===== src/rtl/deser_pkg.sv =====
// ----------------------------------------------------------------------------
// deser_pkg
// Types and constants shared by the deserializer side and the receive queue
// controller.
//   DESER_DEPTH_DEFAULT : default receive queue capacity in bytes
//   hs_state_t          : byte handshake state (WAIT / ACK / HOLD)
// ----------------------------------------------------------------------------
package deser_pkg;

  localparam int DESER_DEPTH_DEFAULT = 8;

  // Fixed codes so older code that compares raw state bits keeps working.
  localparam logic [1:0] HS_WAIT_CODE = 2'b00;
  localparam logic [1:0] HS_ACK_CODE  = 2'b01;
  localparam logic [1:0] HS_HOLD_CODE = 2'b10;

  typedef enum logic [1:0] {
    HS_WAIT = HS_WAIT_CODE,
    HS_ACK  = HS_ACK_CODE,
    HS_HOLD = HS_HOLD_CODE
  } hs_state_t;

endpackage


===== src/rtl/deser_queue_ctrl_byte_fifo.sv =====
// ----------------------------------------------------------------------------
// byte_fifo
// Byte queue with first-word-fall-through head.
// Ports:
//   clock_100   : clock, rising edge
//   reset       : asynchronous active-high reset (pointers and count only)
//   i_push      : write i_push_data at the tail (ignored when full)
//   i_push_data : byte to write
//   i_pop       : drop the head byte (ignored when empty)
//   o_head      : oldest byte, 8'h00 while empty
//   o_len       : occupancy 0..DEPTH
//   o_full      : occupancy == DEPTH
//   o_empty     : occupancy == 0
// ----------------------------------------------------------------------------
module byte_fifo
  import deser_pkg::*;
#(
  parameter int DEPTH = DESER_DEPTH_DEFAULT
) (
  input  logic                     clock_100,
  input  logic                     reset,
  input  logic                     i_push,
  input  logic [7:0]               i_push_data,
  input  logic                     i_pop,
  output logic [7:0]               o_head,
  output logic [$clog2(DEPTH):0]   o_len,
  output logic                     o_full,
  output logic                     o_empty
);

  localparam int PW = $clog2(DEPTH);
  localparam logic [PW:0] LEN_FULL = (PW + 1)'(DEPTH);

  logic [7:0]    r_mem [DEPTH];
  logic [PW-1:0] r_wr_ptr;
  logic [PW-1:0] r_rd_ptr;
  logic [PW:0]   r_len;
  logic          w_do_push;
  logic          w_do_pop;

  assign o_full    = (r_len == LEN_FULL);
  assign o_empty   = (r_len == '0);
  assign o_len     = r_len;
  assign w_do_push = i_push && !o_full;
  assign w_do_pop  = i_pop && !o_empty;

  // Head is read combinationally so the oldest byte is visible the cycle
  // after it is written; the array is small enough to live in LUT RAM.
  assign o_head = o_empty ? 8'h00 : r_mem[r_rd_ptr];

  // Contents are not cleared by reset; only pointers/count define validity.
  always_ff @(posedge clock_100) begin
    if (!reset && w_do_push) begin
      r_mem[r_wr_ptr] <= i_push_data;
    end
  end

  // Power-of-two depth lets the pointers wrap by plain overflow.
  always_ff @(posedge clock_100 or posedge reset) begin
    if (reset) begin
      r_wr_ptr <= '0;
      r_rd_ptr <= '0;
      r_len    <= '0;
    end else begin
      if (w_do_push) r_wr_ptr <= r_wr_ptr + 1'b1;
      if (w_do_pop)  r_rd_ptr <= r_rd_ptr + 1'b1;
      case ({w_do_push, w_do_pop})
        2'b10:   r_len <= r_len + 1'b1;
        2'b01:   r_len <= r_len - 1'b1;
        default: r_len <= r_len;
      endcase
    end
  end

endmodule


===== src/rtl/deser_queue_ctrl.sv =====
// ----------------------------------------------------------------------------
// deser_queue_ctrl
// Accepts bytes from a deserializer with a ready/ack handshake and queues
// them for a consumer that pops one byte per cycle.
// Ports:
//   clock_100     : clock, rising edge
//   reset         : asynchronous active-high reset
//   data_ready_in : deserializer byte-complete flag
//   data_in       : deserializer byte
//   ack_out       : one-cycle acknowledge per accepted byte
//   deq_in        : consumer pop request
//   data_out      : queue head (first-word-fall-through), 8'h00 when empty
//   len_out       : occupancy 0..DEPTH
//   full_out      : occupancy == DEPTH
//   empty_out     : occupancy == 0
//   underflow_out : sticky, set by a pop request while empty
// ----------------------------------------------------------------------------
module deser_queue_ctrl
  import deser_pkg::*;
#(
  parameter int DEPTH = DESER_DEPTH_DEFAULT
) (
  input  logic                     clock_100,
  input  logic                     reset,
  input  logic                     data_ready_in,
  input  logic [7:0]               data_in,
  output logic                     ack_out,
  input  logic                     deq_in,
  output logic [7:0]               data_out,
  output logic [$clog2(DEPTH):0]   len_out,
  output logic                     full_out,
  output logic                     empty_out,
  output logic                     underflow_out
);

  hs_state_t r_state;
  logic      r_ack;
  logic      r_underflow;
  logic      w_push;
  logic      w_full;
  logic      w_empty;

  // A full queue simply leaves the deserializer waiting in WAIT; the byte
  // stays on its outputs until a slot frees up.
  assign w_push = (r_state == HS_WAIT) && data_ready_in && !w_full;

  byte_fifo #(
    .DEPTH (DEPTH)
  ) u_fifo (
    .clock_100   (clock_100),
    .reset       (reset),
    .i_push      (w_push),
    .i_push_data (data_in),
    .i_pop       (deq_in),
    .o_head      (data_out),
    .o_len       (len_out),
    .o_full      (w_full),
    .o_empty     (w_empty)
  );

  always_ff @(posedge clock_100 or posedge reset) begin
    if (reset) begin
      r_state <= HS_WAIT;
      r_ack   <= 1'b0;
    end else begin
      case (r_state)
        HS_WAIT: begin
          if (w_push) begin
            r_ack   <= 1'b1;
            r_state <= HS_ACK;
          end else begin
            r_ack   <= 1'b0;
          end
        end
        HS_ACK: begin
          r_ack   <= 1'b0;
          r_state <= HS_HOLD;
        end
        HS_HOLD: begin
          // Ready may linger after the ack; wait for it to drop so the same
          // byte is never captured twice.
          r_ack <= 1'b0;
          if (!data_ready_in) r_state <= HS_WAIT;
        end
        default: begin
          r_ack   <= 1'b0;
          r_state <= HS_WAIT;
        end
      endcase
    end
  end

  always_ff @(posedge clock_100 or posedge reset) begin
    if (reset) begin
      r_underflow <= 1'b0;
    end else if (deq_in && w_empty) begin
      r_underflow <= 1'b1;
    end
  end

  assign ack_out       = r_ack;
  assign full_out      = w_full;
  assign empty_out     = w_empty;
  assign underflow_out = r_underflow;

endmodule


===== config.mk =====
export PLATFORM = sky130hd
export DESIGN_NAME = deser_queue_ctrl
export DESIGN_NICKNAME = d
export VERILOG_FILES = /design/src/rtl/deser_pkg.sv /design/src/rtl/deser_queue_ctrl_byte_fifo.sv /design/src/rtl/deser_queue_ctrl.sv
export SDC_FILE = /design/constraint.sdc
export NUM_CORES = 1
export LEC_CHECK = 0
export CAP_MARGIN = 20
export CORE_ASPECT_RATIO = 1.4
export CORE_UTILIZATION = 50
export DETAILED_ROUTE_END_ITERATION = 10
export GPL_TIMING_DRIVEN = 0
export PLACE_DENSITY_LB_ADDON = 0.15
export SYNTH_ARGS = -nofsm -noshare
export SYNTH_HDL_FRONTEND = slang
export SYNTH_HIERARCHICAL = 1
export SYNTH_SLANG_ARGS = --single-unit

===== constraint.sdc =====
create_clock -name clock_100 -period 4.8 [get_ports clock_100]
set_clock_uncertainty 0.05 [all_clocks]
set_input_delay 0.96 -clock clock_100 [delete_from_list [all_inputs] [get_ports clock_100]]
set_output_delay 0.96 -clock clock_100 [all_outputs]
set_load 0.005 [all_outputs]

Word level (Yosys, flattened, before mapping)
Memories as Yosys holds them, arrays and structs flattened.
Cells that the tools add are included.
{"block": "op_classes", "add_sub_neg": 4, "mux": 9, "n_reduce_logical": 13, "eq_ne": 7}
{"operator": "$mux W8", "n": 1}
{"operator": "$pmux W4 S2", "n": 1}
{"operator": "$add A3 B1 Y3 const B", "n": 2}
{"operator": "$logic_and A1 B1 Y1", "n": 6}
{"operator": "$pmux W2 S3", "n": 1}
{"operator": "$add A4 B1 Y4 const B", "n": 1}
{"operator": "$eq A2 B1 Y1 const B", "n": 2}
{"operator": "$eq A2 B2 Y1 const B", "n": 2}
{"operator": "$eq A4 B4 Y1 const B", "n": 1}
{"operator": "$logic_not A4 Y1", "n": 1}
{"operator": "$mux W1", "n": 4}
{"operator": "$mux W2", "n": 2}
{"operator": "$sub A4 B1 Y4 const B", "n": 1}
{"operator": "$logic_not A1 Y1", "n": 3}
{"operator": "$logic_not A2 Y1", "n": 1}
{"operator": "$ne A2 B1 Y1 const B", "n": 1}
{"operator": "$ne A2 B2 Y1 const B", "n": 1}
{"operator": "$reduce_and A2 Y1", "n": 1}
{"operator": "$reduce_bool A2 Y1", "n": 1}
{"block": "totals", "register_bits": 14, "mem_bits_rw": 64, "memories": 1}
{"name": "u_fifo.r_mem", "words": 8, "word_bits": 8, "rd": 1, "rd_clocked_by_memory_dff": 0, "write_ports": 1, "line": "deser_queue_ctrl_byte_fifo.sv:34", "source": "logic [7:0] r_mem [DEPTH];"}

Longest topological paths before layout
Gate-level depths: netlist of run 1.
{"block": "depth", "word_depth": 7, "depth_mapped": 9, "mapped_depth_nobuf": 9}

By module
The synthesis of run 1 kept the hierarchy.
{"module": "byte_fifo", "cells_per_inst": 163, "area_per_inst_um2": 3062.9, "instances": 1, "seq_area_each_um2": 2172.1}
{"module": "deser_queue_ctrl", "cells_per_inst": 12, "area_per_inst_um2": 153.9, "instances": 1, "seq_area_each_um2": 100.1}

Least setup slack after synthesis of run 1
OpenSTA, ideal clock, no wires.
{"block": "synth_timing", "path_type": "input-to-reg", "from": "input port data_ready_in", "to": "register u_fifo.r_len[3] (netlist: u_fifo/o_len[3])", "path_slack_ns": 1.594, "n_path_buf": 0, "setup_time_ns": 0.134, "stages": 7, "arrival_ns": 3.022, "path_cell_list": "nor4b_1 nand2_2 ha_1 ha_1 or4b_2 o311ai_0 o211ai_1"}
{"block": "synth_via", "elab_chain_len": 5, "word_cells_on_any_way": 7, "classes_between": "2 x eq/ne; 1 x mux; 4 x reduce/logical"}
{"item": "from (decl)", "line": "deser_queue_ctrl.sv:25", "source": "input logic data_ready_in,"}
{"item": "$logic_and A1 B1 Y1 (*) (2 in a row)", "line": "deser_queue_ctrl.sv:45", "source": "assign w_push = (r_state == HS_WAIT) && data_ready_in && !w_full;"}
{"item": "$logic_and A1 B1 Y1 (*)", "line": "deser_queue_ctrl_byte_fifo.sv:44", "source": "assign w_do_push = i_push && !o_full;"}
{"item": "$eq A2 B1 Y1 or $eq A2 B2 Y1 (tied branches)", "line": "deser_queue_ctrl_byte_fifo.sv:67", "source": "case ({w_do_push, w_do_pop})"}
{"item": "$pmux W4 S2 or $reduce_bool A2 Y1 (tied branches)"}
{"item": "to (signal assigned)", "line": "deser_queue_ctrl_byte_fifo.sv:68", "source": "2'b10: r_len <= r_len + 1'b1;"}
{"item": "to (signal assigned)", "line": "deser_queue_ctrl_byte_fifo.sv:69", "source": "2'b01: r_len <= r_len - 1'b1;"}
{"item": "to (signal assigned)", "line": "deser_queue_ctrl_byte_fifo.sv:70", "source": "default: r_len <= r_len;"}
{"item": "to (decl)", "line": "deser_queue_ctrl_byte_fifo.sv:37", "source": "logic [PW:0] r_len;"}
Every way passes the cells marked *; elsewhere a longest branch is shown, timed or not.
A chain may end at the register's enable or synchronous reset.

Worst setup path after layout of run 1
{"block": "layout_timing", "from": "input port data_ready_in", "to": "register u_fifo.r_len[3] (netlist: u_fifo/o_len[3])"}
{"block": "layout_via", "elab_chain_len": 5, "word_cells_on_any_way": 7, "classes_between": "2 x eq/ne; 1 x mux; 4 x reduce/logical"}
{"item": "$logic_and A1 B1 Y1 (*) (2 in a row)", "line": "deser_queue_ctrl.sv:45"}
{"item": "named net w_push", "line": "deser_queue_ctrl.sv:39", "source": "logic w_push;"}
{"item": "$logic_and A1 B1 Y1 (*)", "line": "deser_queue_ctrl_byte_fifo.sv:44"}
{"item": "$eq A2 B1 Y1 or $eq A2 B2 Y1 (tied branches)", "line": "deser_queue_ctrl_byte_fifo.sv:67"}
{"item": "$pmux W4 S2 or $reduce_bool A2 Y1 (tied branches)"}
The timed path passes the listed nets; every way through them passes the cells marked *.

==> results_dict.tcl, run 1 <==
set metrics [dict create \
    run_status "finished clean" \
    hold_violations 0 \
    routedWlPerCell_um 20.74 \
    layout_commonest_cell "edfxtp_1" \
    synthMuxAreaShare_pct 12.56 \
    placed_cell_area_um2 3627 \
    hold_start "underflow_out$_DFFE_PP0P_" \
    start_util_pct 51.79 \
    ios 28 \
    synth_top_family_by_area "multiplexers" \
    ys_seq_area_share_pct 70.63 \
    cap_violations 0 \
    clockRootBuffer "clkbuf_8" \
    holdPathEnd "underflow_out$_DFFE_PP0P_" \
    gp_congestion 0.6828 \
    synth_edf_count 64 \
    finalCriticalPeriod_ps 3689 \
    synth_compound_area_share_pct 3.928 \
    wirelength_met1_mm 2.455 \
    synthCells 175 \
    first_global_vias 1895 \
    drc 0 \
    synth_nets 193 \
    num_vias 1752 \
    holdBufCountCts 0 \
    insertion_delay_ps 340 \
    numCtsBuffers 9 \
    cp.required_ps 4970 \
    synth_warnings 6 \
    synth_xor_area_share_pct 1.634 \
    synth_fa_ha_area_share_pct 2.567 \
    syn_area_um2 3217 \
    cts_setup_buffers 0 \
    drt_iter0_markers 103 \
    design_area_um2 3835 \
    power_frac_seq_pct 39.6 \
    worstPathArrival_ps 3850 \
    tritoncts "yes" \
    final.setup.tns_ps 0 \
    crit_path_max_fanout 9 \
    wl_met2_mm 3.263 \
    synthArstFlopShare_pct 17.95 \
    grt_pass1_wl_mm 10.06 \
    multiInputGateArea_um2 879.6 \
    ff2ff_path_depth 9 \
    rows 34 \
    antenna_found_initial 0 \
    clk_pin_slew_ps 70 \
    seq_area_um2 2272 \
    ys_ff_latch 78 \
    die-area_um2 6763 \
    clock.fmax_mhz 271.1 \
    clockBufferDepth 2 \
    core_um2 6211 \
    r2r_start "u_fifo/o_len[0]$_DFFE_PP0P_" \
    maxSlewHeadroom_pct 35.91 \
    final.period_utilization_pct 76.85 \
    switching_power_mw 0.6859 \
    die_h_um 96.91 \
    finalMaxSlewViolations 0 \
    rrSetupSlack_ps 1430 \
    drt_first_pass_iters 4 \
    min_path_type "flop to flop" \
    p_int_mw 1.603 \
    portBuffers 27 \
    mostFrequentLayoutCells "64 x edfxtp_1, 27 x clkdlybuf4s50_1, 16 x mux4_2" \
    holdWs_ps 410.4 \
    startpoint "data_ready_in" \
    diodes 0 \
    vdd_drop_max_uv 314.7 \
    ys_types 37 \
    tightestPinTransition_ps 957.9 \
    drt_wl_total_mm 6.118 \
    wl_met3_um 220 \
    worstSetupStartpointType "input port" \
    cts_sinks 78 \
    critPathKind "input port to flop" \
    synth-simple-area-share_pct 6.262 \
    die-width_um 69.79 \
    fillers 468 \
    cp-end-kind "flop" \
    cts_repair_resize_count 0 \
    routed_via_density 5.939 \
    power.leakage_nw 1.335 \
    grt_setup_unrepaired "false" \
    drive_gt1_share_pct 22.42 \
    synth_ff_type "edfxtp_1" \
    syn_avg_cell_area_um2 18.38 \
    highest_layer "met4" \
    clkPwrFrac_pct 22.5 \
    p_sw_share_pct 29.97 \
    grt_use_total_pct 20.25 \
    powerDensity_nw_per_um2 596.7 \
    grt_max_degree 14 \
    ant_nets 0 \
    final-setup-viol-count 0 \
    dp.final_hpwl_mm 4.182 \
    r2r-end "u_fifo/o_len[3]$_DFFE_PP0P_" \
    overflow 0 \
    combPwrFrac_pct 37.9 \
    syn_to_final_growth_pct 19.21 \
    final_net_count 236 \
    htreeDepth 3 \
    holdPathStages 1 \
]
==> per-layer routing <==
metal,track usage [%],vias up
met2,33.88,52
met4,10.77,0
met1,24.47,902
met5,0,-
li1,-,783
met3,4.167,15
==> registers in the layout, summed over array words and instances (netlist names) <==
name,flops
u_fifo/r_mem,64
u_fifo/o_len,4
u_fifo/r_rd_ptr,3
u_fifo/r_wr_ptr,3
r_state,2
ack_out,1
underflow_out,1
==> cell usage after synthesis, drive strengths merged, types with 2 or more instances <==
cell type / number / area share [%]
nor2: 7 / 0.82
nand2: 5 / 0.66
nor4b: 4 / 1.1
edfxtp: 64 / 60
a22o: 8 / 2.2
or4b: 2 / 0.74
nand3: 5 / 0.78
a21oi: 2 / 0.31
mux2: 3 / 1.1
ha: 5 / 1.9
o21ai: 2 / 0.31
xnor2: 5 / 1.4
nor3b: 2 / 0.47
inv: 10 / 1.2
dfrtp: 14 / 11
mux4: 16 / 11
buf: 5 / 1.1
nor3: 3 / 0.47
==> how the worst max path moves through the flow <==
stage / to / depth (start not counted)
after floorplan: u_fifo/o_len[3]$_DFFE_PP0P_ / 7
after global placement: u_fifo/r_mem[0][6]$_DFFE_PP_ / 4
after detailed placement: u_fifo/o_len[3]$_DFFE_PP0P_ / 8
after CTS: data_out[6] / 5
after global routing: u_fifo/o_len[3]$_DFFE_PP0P_ / 8
final: u_fifo/o_len[3]$_DFFE_PP0P_ / 8
==> power by group through the flow <==
stage | Combinational [mW] | Sequential [mW] | Clock [mW]
floorplan | 0.542 | 0.900 | 0
global placement | 0.825 | 0.906 | 0
detailed placement | 0.875 | 0.922 | 0
CTS | 0.881 | 0.907 | 0.521
global route | 0.946 | 0.923 | 0.548
finish | 0.867 | 0.907 | 0.514
==> final cells by class <==
class,count,share of cell area [%]
Buffer,6,1.044
Sequential cell,78,59.25
Clock buffer,12,3.524
Clock inverter,4,1.892
Timing Repair Buffer,32,8.026
Multi-Input combinational cell,81,22.94
Tap cell,72,2.349
Inverter,10,0.9788
==> stage by stage <==
step | cells | setup slack [ps] | utilization [%] | power [mW]
2_1_floorplan | 175 | 1594 | - | 1.442
3_3_place_gp | 274 | 316.9 | 57.59 | 1.732
3_5_place_dp | 279 | 796.9 | 58.40 | 1.797
4_1_cts | 295 | 1131 | 61.74 | 2.309
5_1_grt | 295 | 918.8 | 61.74 | 2.418
6_report | 295 | 1111 | 61.74 | 2.288
==> cells by family (layout without fill, tap and decap cells) <==
family	count (synthesis)	count (layout)
adders and majority gates	6	6
buffers and inverters	16	64
xor gates and xnor gates	6	6
DFF	78	78
and+or+nand+nor	33	33
muxes	20	20
AOI/OAI and AO/OA	16	16
==> critical path, cell delays in order <==
cell and delay, ps:
clkdlybuf4s50_1 500, nor4b_1 520, nand2_2 240, ha_1 370, ha_1 380, or4b_2 630, o311ai_0 120, o211ai_1 130
Note: power is estimated with default switching activity, not from simulation.
==> inputs of run 2 (changes only) <==
==> constraint.sdc (replaced) <==
create_clock -name clock_100 -period 3.42 [get_ports clock_100]
set_clock_uncertainty 0.05 [all_clocks]
set_input_delay 0.684 -clock clock_100 [delete_from_list [all_inputs] [get_ports clock_100]]
set_output_delay 0.684 -clock clock_100 [all_outputs]
set_load 0.005 [all_outputs]
==> run 2 against run 1 <==
Compared with the run above: die area stayed put; sequential power up 40%; clock-buffer cell count did not move; largest cell class unchanged.
==> results_dict.tcl, run 2 (synthesized netlist as in run 1, its figures left out) <==
set metrics [dict create \
    cap_violations 0 \
    numCtsBuffers 9 \
    min_path_type "flop to flop" \
    layout_commonest_cell "edfxtp_1" \
    final_util_pct 61.83 \
    mostFrequentLayoutCells "64 x edfxtp_1, 27 x clkdlybuf4s50_1, 16 x mux4_2" \
    cp.required_ps 2690 \
    cp-end-kind "output port" \
    crit_path_max_fanout 8 \
    insertion_delay_ps 340 \
    rows 34 \
    drt_first_pass_iters 4 \
    seq_area_um2 2272 \
    regMostFlops "u_fifo/r_mem" \
    powerDensity_nw_per_um2 834.4 \
    first_global_vias 1895 \
    ios 28 \
    slowest_stage "nor2_1" \
    fillers 465 \
    hold_violations 0 \
    critPathMaxStageDelay_ps 620 \
    multiInputGateArea_um2 888.4 \
    critPathKind "flop to output port" \
    drt_iter0_markers 97 \
    grt_setup_unrepaired "false" \
    routedWlPerCell_um 20.55 \
    antenna_found_initial 0 \
    finalCriticalPeriod_ps 3249 \
    final-setup-viol-count 0 \
    die-width_um 69.79 \
    clock.fmax_mhz 307.7 \
    maxSlewHeadroom_pct 36.24 \
    portBuffers 27 \
    die-area_um2 6763 \
    ant_nets 0 \
    worstPathArrival_ps 2520 \
    tritoncts "yes" \
    cts_setup_buffers 0 \
    grtUsageMet2_pct 33.88 \
    overflow 0 \
    dp.final_hpwl_mm 4.182 \
    start_util_pct 51.79 \
    grt_use_total_pct 20.25 \
    ff2ff_path_depth 9 \
    core_um2 6211 \
    clockRootBuffer "clkbuf_8" \
    finalMaxSlewViolations 0 \
    design_area_um2 3840 \
    run_status "finished clean" \
    final.period_utilization_pct 95.01 \
    final_net_count 235 \
    vdd_drop_max_uv 460.3 \
    holdPathStages 1 \
    routed_via_density 5.884 \
    placed_cell_area_um2 3627 \
    power.leakage_nw 1.335 \
    drt_wl_total_mm 6.042 \
    tightestPinTransition_ps 952.9 \
    met3_usage_pct 4.167 \
    die_h_um 96.91 \
    largest_reg_flops 64 \
    cts_sinks 78 \
    clk_pin_slew_ps 70 \
    htreeDepth 3 \
    grt_max_degree 14 \
    final.setup.tns_ps 0 \
    worstSetupStartpointType "flop" \
    drc 0 \
    grt_busiest_layer "met2" \
    use_met1_pct 24.47 \
    drive_gt1_share_pct 23.42 \
    clockBufferDepth 2 \
    syn_to_final_growth_pct 19.37 \
    gp_congestion 0.6828 \
    grt_pass1_wl_mm 10.06 \
    num_vias 1730 \
    diodes 0 \
    crit_chain "or4_4, inv_1, nor2_1, a22o_2, clkdlybuf4s50_1" \
]
run 2: changes by cell type in the layout (fill, tap and decap cells not counted):
cell     change
ha_2         +1
buf_1        -1
nor4b_1      -1
ha_1         -1
nor4b_2      +1
run 2: path summary, 6_finish.rpt:
kind	slack, ps	endpoint	from
worst min-delay path	410	underflow_out$_DFFE_PP0P_	underflow_out$_DFFE_PP0P_
worst min register to register	410	underflow_out$_DFFE_PP0P_	underflow_out$_DFFE_PP0P_
min in group asynchronous	640	underflow_out$_DFFE_PP0P_	reset
worst max register to register	280	u_fifo/o_len[3]$_DFFE_PP0P_	u_fifo/o_len[0]$_DFFE_PP0P_
max in group asynchronous	2260	u_fifo/o_len[3]$_DFFE_PP0P_	reset
worst max-delay path	170	data_out[6]	u_fifo/o_len[0]$_DFFE_PP0P_
run 2: layer usage:
layer,vias to the layer above,routed length (um)
li1,780,-
met1,893,2408
met2,45,3243
met3,12,240
met4,0,150
met5,-,0
run 2: final cells by class:
cell class | instances | share of cell area [%]
clock buffer | 12 | 3.519
timing repair buffer | 32 | 8.016
sequential | 78 | 59.17
inverter | 10 | 0.9775
clock inverter | 4 | 1.890
multi-input combinational | 81 | 23.13
buffer | 5 | 0.9449
tap | 72 | 2.346
run 2: timing repair:
action | 4_1_cts | 5_1_grt
resized for setup | 0 | 2
hold buffers | 0 | 0
setup endpoints to repair | 0 | 2
run 2: where the power goes:
group | internal, mW | switching, mW
Clock | 0.411 | 0.309
Sequential | 1.16 | 0.117
Combinational | 0.681 | 0.528
run 2: through the flow:
| stage | std cells | hold slack [ps] | power (mW) | worst slack, ps |
|---|---|---|---|---|
| 6_report | 294 | 410.4 | 3.204 | 170.5 |
| 5_1_grt | 294 | 442.5 | 3.395 | 32.27 |
| 4_1_cts | 295 | 416.1 | 3.241 | 27.28 |
| 3_5_place_dp | 279 | 393.2 | 2.521 | -307.1 |
| 3_3_place_gp | 274 | 396.0 | 2.430 | -787.1 |
| 2_1_floorplan | 175 | 400.1 | 2.025 | 437.1 |
run 2: critical path: cells and delay by family, from the launching register on:
family	cells	cell delay (ps)
and+or+nand+nor	2	830
DFF	1	500
AOI/OAI and AO/OA	1	270
buffers and inverters	2	560
